[src/rtl/uart_rx.sv]
// uart_rx: 8N1 receiver (8E1 when UART_RX_PARITY_EN is defined) with an internal oversampling tick; results register 1 cycle after the stop-bit sample.
// One-entry valid/ready output register: a byte completing while it is still full and not being consumed is dropped with an overrun pulse.
module uart_rx #(
  parameter int IN_FREQ    = 50000000,
  parameter int BAUD       = 9600,
  parameter int OVERSAMPLE = 16
) (
  input  logic       clk,
  input  logic       rst,
  input  logic       rx,
  output logic [7:0] data_out,
  output logic       data_valid,
  input  logic       data_ready,
  output logic       frame_err,
  output logic       overrun,
  output logic       parity_err
);

  localparam int DIV = IN_FREQ / (BAUD * OVERSAMPLE);
  localparam int CW  = (DIV > 1) ? $clog2(DIV) : 1;
  localparam int SW  = $clog2(OVERSAMPLE);

  localparam logic [CW-1:0] TICK_LAST = CW'(DIV - 1);
  localparam logic [SW-1:0] HALF_LAST = SW'(OVERSAMPLE / 2 - 1);
  localparam logic [SW-1:0] FULL_LAST = SW'(OVERSAMPLE - 1);

`ifdef UART_RX_PARITY_EN
  typedef enum logic [2:0] {IDLE, START, DATA, PARITY, STOP, WAIT_IDLE} state_t;
`else
  typedef enum logic [2:0] {IDLE, START, DATA, STOP, WAIT_IDLE} state_t;
`endif

  state_t        state;
  state_t        state_d;
  logic          rx_meta;
  logic          rx_s;
  logic [CW-1:0] tick_cnt;
  logic          tick;
  logic [SW-1:0] samp_cnt;
  logic [2:0]    bit_cnt;
  logic [7:0]    shreg;
  logic          par_bad;
  logic          half_hit;
  logic          full_hit;
  logic          cnt_clr;
  logic          samp_clr;
  logic          shift_en;
  logic          stop_hit;
  logic          good;
  logic          load;

  always_ff @(posedge clk or negedge rst) begin
    if (!rst) begin
      rx_meta <= 1'b1;
      rx_s    <= 1'b1;
    end else begin
      rx_meta <= rx;
      rx_s    <= rx_meta;
    end
  end

  assign tick = (tick_cnt == TICK_LAST);

  always_ff @(posedge clk or negedge rst) begin
    if (!rst) begin
      tick_cnt <= '0;
    end else if (cnt_clr || tick) begin
      tick_cnt <= '0;
    end else begin
      tick_cnt <= tick_cnt + CW'(1);
    end
  end

  // Sample counter: ticks since the last bit sample (or since the start edge).
  always_ff @(posedge clk or negedge rst) begin
    if (!rst) begin
      samp_cnt <= '0;
    end else if (samp_clr) begin
      samp_cnt <= '0;
    end else if (tick) begin
      samp_cnt <= (samp_cnt == FULL_LAST) ? '0 : samp_cnt + SW'(1);
    end
  end

  assign half_hit = tick && (samp_cnt == HALF_LAST);
  assign full_hit = tick && (samp_cnt == FULL_LAST);

  always_ff @(posedge clk or negedge rst) begin
    if (!rst) begin
      state <= IDLE;
    end else begin
      state <= state_d;
    end
  end

`ifdef UART_RX_PARITY_EN
  logic par_hit;
`endif

  always_comb begin
    state_d  = state;
    cnt_clr  = 1'b0;
    samp_clr = 1'b0;
    shift_en = 1'b0;
    stop_hit = 1'b0;
`ifdef UART_RX_PARITY_EN
    par_hit  = 1'b0;
`endif
    case (state)
      IDLE: begin
        if (!rx_s) begin
          state_d  = START;
          cnt_clr  = 1'b1;
          samp_clr = 1'b1;
        end
      end
      START: begin
        if (half_hit) begin
          if (rx_s) begin
            state_d = IDLE;
          end else begin
            state_d  = DATA;
            samp_clr = 1'b1;
          end
        end
      end
      DATA: begin
        if (full_hit) begin
          shift_en = 1'b1;
          if (bit_cnt == 3'd7) begin
`ifdef UART_RX_PARITY_EN
            state_d = PARITY;
`else
            state_d = STOP;
`endif
          end
        end
      end
`ifdef UART_RX_PARITY_EN
      PARITY: begin
        if (full_hit) begin
          par_hit = 1'b1;
          state_d = STOP;
        end
      end
`endif
      STOP: begin
        if (full_hit) begin
          stop_hit = 1'b1;
          state_d  = rx_s ? IDLE : WAIT_IDLE;
        end
      end
      WAIT_IDLE: begin
        if (rx_s) begin
          state_d = IDLE;
        end
      end
      default: state_d = IDLE;
    endcase
  end

  always_ff @(posedge clk or negedge rst) begin
    if (!rst) begin
      bit_cnt <= 3'd0;
      shreg   <= 8'h00;
    end else begin
      if (state == START) begin
        bit_cnt <= 3'd0;
      end else if (shift_en) begin
        bit_cnt <= bit_cnt + 3'd1;
      end
      if (shift_en) begin
        shreg <= {rx_s, shreg[7:1]};
      end
    end
  end

`ifdef UART_RX_PARITY_EN
  // Even parity: the received parity bit must equal the XOR of the data bits.
  always_ff @(posedge clk or negedge rst) begin
    if (!rst) begin
      par_bad <= 1'b0;
    end else if (par_hit) begin
      par_bad <= rx_s ^ (^shreg);
    end
  end

  always_ff @(posedge clk or negedge rst) begin
    if (!rst) begin
      parity_err <= 1'b0;
    end else begin
      parity_err <= stop_hit && par_bad;
    end
  end
`else
  assign par_bad    = 1'b0;
  assign parity_err = 1'b0;
`endif

  assign good = stop_hit && rx_s && !par_bad;
  assign load = good && (!data_valid || data_ready);

  always_ff @(posedge clk or negedge rst) begin
    if (!rst) begin
      data_out   <= 8'h00;
      data_valid <= 1'b0;
      frame_err  <= 1'b0;
      overrun    <= 1'b0;
    end else begin
      frame_err <= stop_hit && !rx_s;
      overrun   <= good && data_valid && !data_ready;
      if (load) begin
        data_out   <= shreg;
        data_valid <= 1'b1;
      end else if (data_valid && data_ready) begin
        data_valid <= 1'b0;
      end
    end
  end

endmodule
[config.mk]
export PLATFORM = sky130hd
export DESIGN_NAME = uart_rx
export DESIGN_NICKNAME = d
export VERILOG_FILES = /design/src/rtl/uart_rx.sv
export SDC_FILE = /design/constraint.sdc
export NUM_CORES = 1
export LEC_CHECK = 0
export CORE_ASPECT_RATIO = 0.5
export CORE_UTILIZATION = 45
export CTS_BUF_LIST = sky130_fd_sc_hd__clkbuf_4 sky130_fd_sc_hd__clkbuf_8
export CTS_CLUSTER_DIAMETER = 120
export DETAILED_ROUTE_END_ITERATION = 8
export PLACE_DENSITY = 0.75
export SETUP_SLACK_MARGIN = 0.05
export SYNTH_ARGS = -nofsm -noshare
export SYNTH_HDL_FRONTEND = slang
export SYNTH_SLANG_ARGS = --single-unit
[constraint.sdc]
create_clock -name clk -period 3.4 [get_ports clk]
set_input_delay 0.51 -clock clk [delete_from_list [all_inputs] [get_ports clk]]
set_output_delay 0.51 -clock clk [all_outputs]
set_load 0.01 [all_outputs]
==> Yosys cells after proc, flatten, opt, wreduce, memory -nomap -nowiden <==
Index checks and enable logic that the tools add are counted.
{ "word_totals": {"regBits": 40, "elab_cells": 70} }
{ "op_classes": {"add_sub_neg": 3, "n_eq_ne": 14, "muxes": 24, "n_reduce_logical": 18} }
{ "op_table": {"columns": ["op", "n"], "rows": [
  ["$mux 3", 9],
  ["$pmux 3 s5", 1],
  ["$mux 4", 3],
  ["$ne 2x2->1 const B", 6],
  ["$add 9x1->9 const B", 1],
  ["$eq 9x9->1 const B", 1],
  ["$mux 9", 1],
  ["$logic_and 1x1->1", 8],
  ["$mux 1", 8],
  ["$eq 3x2->1 const B", 2],
  ["$eq 3x3->1 const B", 2],
  ["$reduce_and 6->1", 1],
  ["$reduce_bool 2->1", 3],
  ["$add 4x1->4 const B", 1],
  ["$eq 4x3->1 const B", 1],
  ["$eq 4x4->1 const B", 1],
  ["$add 3x1->3 const B", 1],
  ["$eq 3x1->1 const B", 1],
  ["$logic_not 1->1", 3],
  ["$logic_not 3->1", 1],
  ["$logic_or 1x1->1", 2],
  ["$mux 2", 1],
  ["$pmux 1 s2", 1]
]} }

==> Logic depth before layout (Yosys ltp) <==
Gate-level depths: netlist (run 1).
{ "depth": {"ltp_word": 7, "ltp_mapped": 8} }

==> Least setup slack after synthesis (run 1) <==
OpenSTA, ideal clock, no wires.
{ "synth_timing": {"kind": "flip-flop to flip-flop", "startpoint": "register tick_cnt[0]", "endpoint": "register data_out[0]", "setup_ps": 125, "arrival_ps": 1793, "slack_ps": 1482, "stages_incl_launch_ff": 7, "n_path_buf": 0, "cell_sequence": "dfrtp_1 > inv_1 > ha_1 > and4bb_2 > nand2_4 > nor4b_4 > mux2_2"} }
{ "synth_via": {"elab_chain_cells": 6} }
{ "synth_rtl": {"columns": ["item", "line", "source"], "rows": [
  ["start: declaration", "37", "logic [CW-1:0] tick_cnt;"],
  ["start signal: assignment", "70", "tick_cnt <= tick_cnt + CW'(1);"],
  ["$eq 9x9->1", "62", "assign tick = (tick_cnt == TICK_LAST);"],
  ["$logic_and 1x1->1", "86", "assign full_hit = tick && (samp_cnt == FULL_LAST);"],
  ["$mux 1", "148", "if (full_hit) begin"],
  ["$mux 1", "109", "case (state)"],
  ["$logic_and 1x1->1", "200", "assign good = stop_hit && rx_s && !par_bad;"],
  ["$logic_and 1x1->1", "201", "assign load = good && (!data_valid || data_ready);"],
  ["end signal: assignment", "213", "data_out <= shreg;"],
  ["end: declaration", "11", "output logic [7:0] data_out,"]
]} }
No other way between the ends.
A chain may end at the register's enable or synchronous reset.

==> Final worst setup path (run 1) <==
{ "layout_timing": {"startpoint": "register samp_cnt[0]", "endpoint": "register shreg[5]"} }
{ "layout_via": {"elab_chain_cells": 4} }
{ "layout_rtl": {"columns": ["item", "line", "source"], "rows": [
  ["start: declaration", "39", "logic [SW-1:0] samp_cnt;"],
  ["start signal: assignment", "81", "samp_cnt <= (samp_cnt == FULL_LAST) ? '0 : samp_cnt + SW'(1);"],
  ["$eq 4x4->1", "86", null],
  ["$logic_and 1x1->1", "86", null],
  ["$mux 1", "128", "if (full_hit) begin"],
  ["$mux 1", "109", null],
  ["end signal: assignment", "173", "shreg <= {rx_s, shreg[7:1]};"],
  ["end: declaration", "41", "logic [7:0] shreg;"]
]} }
No other way between the ends.

==> results of run 1 <==
path summary, 6_finish.rpt:
path	start	end	slack, ps	depth (start not counted)
worst max-delay path	samp_cnt[0]	shreg[5]	1200	4
worst min-delay path	rst	samp_cnt[2]	330	1
worst max register to register	samp_cnt[0]	shreg[5]	1200	4
worst min register to register	rx_meta	rx_s	360	0
max in group asynchronous	rst	tick_cnt[7]	2550	1
min in group clk	rx_meta	rx_s	360	0
logic make-up (layout without fill, tap and decap cells):
family / after synthesis / count (layout) / share of synthesized area [%]
adder cells (fa/ha/maj): 5 / 5 / 3.470
multiplexers: 18 / 18 / 11.10
buffers and inverters: 10 / 26 / 2.637
AO/OA/AOI/OAI: 10 / 10 / 3.540
XOR/XNOR: 10 / 10 / 4.858
flip-flops: 40 / 40 / 55.66
AND/OR/NAND/NOR: 55 / 55 / 18.53
other: 1 / 1 / 0.2080
cells in the mapped netlist, types with 2 or more instances:
| cell type | n | area (um2) |
|---|---|---|
| dfrtp_1 | 38 | 950.9 |
| ha_1 | 5 | 62.56 |
| inv_1 | 4 | 15.01 |
| mux2i_1 | 2 | 20.02 |
| nand2_1 | 4 | 15.01 |
| nand3_1 | 10 | 50.05 |
| mux2_2 | 16 | 180.2 |
| nand4_1 | 4 | 25.02 |
| buf_2 | 2 | 10.01 |
| dfstp_2 | 2 | 52.55 |
| nor3b_1 | 2 | 15.01 |
| nor2_1 | 15 | 56.30 |
| a21oi_1 | 4 | 20.02 |
| nor3_1 | 4 | 20.02 |
| clkbuf_1 | 2 | 7.510 |
| and3_1 | 2 | 12.51 |
| o21ai_0 | 2 | 10.01 |
| xor2_1 | 9 | 78.83 |
| buf_4 | 2 | 15.01 |
area by class of cell:
| cell class | instances | share of cell area [%] |
|---|---|---|
| timing repair buffer | 14 | 6.538 |
| clock inverter | 2 | 0.7264 |
| tap | 51 | 3.087 |
| clock buffer | 6 | 3.995 |
| sequential | 40 | 48.55 |
| inverter | 4 | 0.7264 |
| multi-input combinational | 99 | 36.38 |
power breakdown:
part	internal, W	switching [W]	leakage [nW]	total (W)
combinational	0.00000269	0.00000938	0.384	0.0000121
sequential	0.000478	0.00000158	0.537	0.000479
clock	0.000164	0.000164	0.0434	0.000328
total	0.000644	0.000175	0.964	0.000820
registers in the layout, indices dropped and copies added (netlist names):
register	flops
state	3
data_valid	1
samp_cnt	4
data_out	8
bit_cnt	3
overrun	1
frame_err	1
rx_meta	1
shreg	8
tick_cnt	9
rx_s	1
through the flow:
stage	utilization, %	hold WS [ps]	std cells
after floorplan	-	214.4	149
after global placement	54.37	345.9	208
after detailed placement	54.37	348.1	208
after CTS	57.06	349.6	216
after global routing	57.06	367.9	216
final	57.06	325.6	216
routing by layer:
metal	routed length (um)	vias up
met4	22	0
met2	1224	14
met3	87	3
li1	-	549
met5	0	-
met1	1498	538
==> metrics.md, run 1 <==
| Metric | Value |
|---|---|
| Global-route wire length before repair | `4.774 mm` |
| Num rows | `15` |
| Slew at the pin with the worst max-slew slack | `849.1 ps` |
| Final min period | `2199 ps` |
| Worst Path Buf+Inv | `0` |
| Max Root-Sink Buffers | `2` |
| Placer congestion estimate | `0.8241` |
| Slowest CP cell | `nand4_1` |
| CP Capture Type | `register` |
| Core box area | `0.003622 mm2` |
| CTS tree | `done` |
| Die Footprint | `0.004279 mm2` |
| Starting Density | `49.78%` |
| GRT met2 Usage | `23.46%` |
| Post-CTS setup buffers | `0` |
| Yosys cell types | `39` |
| Relative slew slack | `43.39%` |
| Fin. Hold Viols | `0` |
| CTS Buf Count | `5` |
| Final Power | `0.0008196 W` |
| Share of cells above drive strength 1 | `21.82%` |
| Syn avg cell area | `12.10 um2` |
| Commonest non-fill, non-tap cell in the layout | `dfrtp_1` |
| Largest net degree at the start of global routing | `41` |
| Ports | `16` |
| Crit Path Category | `register to register` |
| Reg area | `0.001003 mm2` |
| Area of placed instances | `0.001969 mm2` |
| Reg clk slew, reported paths | `80 ps` |
| Max frequency | `0.4548 GHz` |
| CTS H-tree depth | `2` |
| CP delay by family, top | `simple AND/OR/NAND/NOR gates` |
| Setup-failing EPs final | `0` |
| Most common flop cell mapped by yosys | `dfrtp_1` |
| Initial DRT Pass Iterations | `4` |
| Crit path launch type | `register` |
| Number of diodes | `0` |
| Port buffer count | `14` |
| Busiest grt layer | `met2` |
| Max-cap violation count | `0` |
| Max-slew violation count | `0` |
| Hold-fix buffers, CTS | `0` |
| Clock Sinks | `40` |
| DIE HEIGHT | `46.76 um` |
| Multi-input logic area | `752.0 um2` |
| Layout area overhead | `14.64%` |
| Cells after Synth | `149` |
| PD cells | `396.5 mW/mm2` |
| Worst setup margin | `1201 ps` |
| Post-synthesis sequential area ratio | `55.66%` |
| Post-route cell area | `0.002067 mm2` |
| Vias post-DR | `1,104` |
| Worst vdd ir | `195.9 uV` |
| DR WL/cell | `13.11 um` |
| GRT Overall Usage | `15.40%` |
| Die width | `91.52 um` |
| Synthesized area | `0.001803 mm2` |
| Slowest Stage Delay on Critical Path | `580 ps` |
| Final worst-path cycle share | `64.68%` |
| Final ANT Viol Nets | `0` |
| HP Class | `input port to asynchronous set/reset pin` |
| CP arrival | `2370 ps` |
| Post-synth EDFFs | `0` |
| Outcome | `complete, no violations` |
| DP Worst Slack | `1214 ps` |
| Vias in the first global route | `1,038` |
| Vias per inst | `5.111` |
| DR DRC count | `0` |
| Flops & latches, synth | `40` |
| WL final | `2.832 mm` |
| Async SR Flop Fraction | `100.0%` |
| M3 GR Usage | `5.340%` |
| Cells along the critical path | `ha_1, and3_1, nand4_1, mux2_2` |
| Initial antenna violation count | `0` |
| Post-Syn Nets | `158` |
| Synth warn | `0` |
| Clk root buf | `clkbuf_8` |
| 1st-iter DRT viols | `55` |
| Crit-path max FO | `11` |
| Sum Neg Setup Slack | `0 ps` |
| Post-CTS sizing | `0` |
| Fillcell total | `306` |
| Setup Skew | `6.668 ps` |
| GRT overflow | `0` |
| Clk Latency, worst-skew pair | `290 ps` |
| Req. time, crit path | `3570 ps` |
| Final net count | `173` |
| Unrepaired setup endpoints after global routing | `no` |
| Commonest cells after routing, fill and taps aside | `dfrtp_1 (38), mux2_2 (16), nor2_1 (15)` |
| Leak Pwr | `0.9644 nW` |
| Met1 Use GR | `20.08%` |
| Detail Placement HPWL | `1.890 mm` |
Power figures use the tool's default switching activity.
==> inputs of run 2 (changes only) <==
clock period = 2.2 ns   (was 3.4 ns; I/O delays follow)
==> run 2 against run 1 <==
Worst hold slack worse by 170 ps. Maximum frequency up 10%. Clock skew up 2.3 ps. Die area unchanged. Worst setup slack worse by 990 ps. Critical endpoint is now data_out[5].
==> metrics.md, run 2 (same netlist as run 1, synthesis figures left out) <==
| Metric | Value |
|---|---|
| Outcome | `complete, no violations` |
| DIE HEIGHT | `46.76 um` |
| Comb pwr share | `1.3%` |
| Clock Sinks | `40` |
| Final ANT Viol Nets | `0` |
| Largest net degree at the start of global routing | `41` |
| Post-CTS setup buffers | `0` |
| Reg clk slew, reported paths | `80 ps` |
| Clock power frac | `47.3%` |
| Setup-failing EPs final | `0` |
| Req. time, crit path | `2370 ps` |
| Sw Pwr | `0.0002531 W` |
| 1st-iter DRT viols | `61` |
| Sum Neg Setup Slack | `0 ps` |
| CTS tree | `done` |
| Final net count | `176` |
| Max frequency | `0.5018 GHz` |
| Die Footprint | `0.004279 mm2` |
| Reg area | `0.001003 mm2` |
| Global-route wire length before repair | `5.264 mm` |
| Clk root buf | `clkbuf_8` |
| Unrepaired setup endpoints after global routing | `no` |
| GRT overflow | `0` |
| Worst vdd ir | `328.4 uV` |
| Fin. Hold Viols | `0` |
| Setup Skew | `8.993 ps` |
| Fillcell total | `301` |
| Vias in the first global route | `1,126` |
| Port buffer count | `14` |
| Detail Placement HPWL | `2.100 mm` |
| Max Root-Sink Buffers | `2` |
| DR WL/cell | `14.01 um` |
| Commonest non-fill, non-tap cell in the layout | `dfrtp_1` |
| WL final | `3.054 mm` |
| Number of diodes | `0` |
| Placer congestion estimate | `0.7893` |
| Leading registers by flop count | `tick_cnt: 9 flops, data_out: 8 flops, shreg: 8 flops` |
| Share of cells above drive strength 1 | `22.75%` |
| Ports | `16` |
| Post-CTS sizing | `0` |
| Max-cap violation count | `0` |
| Pint | `0.001189 W` |
| Sw Share | `17.55%` |
| Clk Latency, worst-skew pair | `290 ps` |
| Layout area overhead | `17.63%` |
| CP arrival | `2160 ps` |
| Max reg flops | `9` |
| Area of placed instances | `0.001992 mm2` |
| CTS H-tree depth | `2` |
| CTS Buf Count | `5` |
| CP Capture Type | `register` |
| Final worst-path cycle share | `90.58%` |
| Post-route cell area | `0.002121 mm2` |
| Crit path launch type | `register` |
| Vias per inst | `5.344` |
| Initial DRT Pass Iterations | `4` |
| GRT Overall Usage | `16.75%` |
| Crit-path max FO | `8` |
| PD cells | `679.9 mW/mm2` |
| Reg2reg setup slack | `210 ps` |
| HP Class | `input port to asynchronous set/reset pin` |
| Hold-fix buffers, CTS | `0` |
| Core box area | `0.003622 mm2` |
| Multi-input logic area | `752.0 um2` |
| Leak Pwr | `1.000 nW` |
| Slew at the pin with the worst max-slew slack | `857.8 ps` |
| Relative slew slack | `42.81%` |
| Die width | `91.52 um` |
| Sequential fraction of design power | `51.4%` |
| Final min period | `1993 ps` |
| Crit Path Category | `register to register` |
| Initial antenna violation count | `0` |
| Starting Density | `49.78%` |
| Max-slew violation count | `0` |
| DR DRC count | `0` |
| Vias post-DR | `1,165` |
| Num rows | `15` |
| Biggest register | `tick_cnt` |
| Commonest cells after routing, fill and taps aside | `dfrtp_1 (38), mux2_2 (16), nor2_1 (15)` |
[run 2: cell types whose count changed in the layout (fill, tap and decap cells not counted)]
cell | before | now
clkbuf_8 | 6 | 5
buf_4 | 0 | 3
clkinvlp_4 | 2 | 0
bufinv_16 | 0 | 2
[run 2: path summary, 6_finish.rpt]
kind / start / cells after the start / to
max: tick_cnt[0] / 7 / data_out[5]
max reg2reg: tick_cnt[0] / 7 / data_out[5]
min: rst / 1 / shreg[6]
min reg2reg: rx_meta / 0 / rx_s
min in group clk: rx_meta / 0 / rx_s
max in group asynchronous: rst / 1 / data_valid
[run 2: cell type report]
type	count	share of cell area, %
Inverter	4	0.7080
Clock buffer	5	3.245
Multi-Input combinational cell	99	35.46
Timing Repair Buffer	17	7.434
Sequential cell	40	47.32
Tap cell	51	3.009
Clock inverter	2	2.832
[run 2: routing by layer]
layer | vias up | part of all wire (%) | track usage, %
met4 | 0 | 0.69 | 7.302
met1 | 584 | 48 | 21.70
met5 | - | 0 | 0
li1 | 553 | - | -
met3 | 2 | 4.0 | 4.369
met2 | 26 | 47 | 27.97
[run 2: power by group through the flow]
stage / logic [W] / registers [W] / clock network, W
after global placement: 0.0000199 / 0.000755 / 0
after CTS: 0.0000201 / 0.000741 / 0.000699
after floorplan: 0.00000271 / 0.000754 / 0
after detailed placement: 0.0000201 / 0.000755 / 0
after global routing: 0.0000226 / 0.000741 / 0.000730
final: 0.0000188 / 0.000741 / 0.000682
[run 2: worst max-delay path: stages, from the launching register on]
cell and delay, ps:
dfrtp_1 440, inv_1 80, ha_1 130, and4bb_2 290
nand2_4 90, nor4b_4 280, buf_4 210, mux2_2 350
[run 2: stage by stage]
step | util [%] | std cells | total power [W] | setup slack (ps) | hold WS (ps)
2_1_floorplan | - | 149 | 0.0007569 | 282.4 | 34.41
3_3_place_gp | 54.99 | 211 | 0.0007748 | 301.5 | 346.7
3_5_place_dp | 54.99 | 211 | 0.0007750 | 218.3 | 346.9
4_1_cts | 58.55 | 218 | 0.001459 | 196.5 | 176.3
5_1_grt | 58.55 | 218 | 0.001494 | 111.9 | 230.0
6_report | 58.55 | 218 | 0.001442 | 207.2 | 152.7
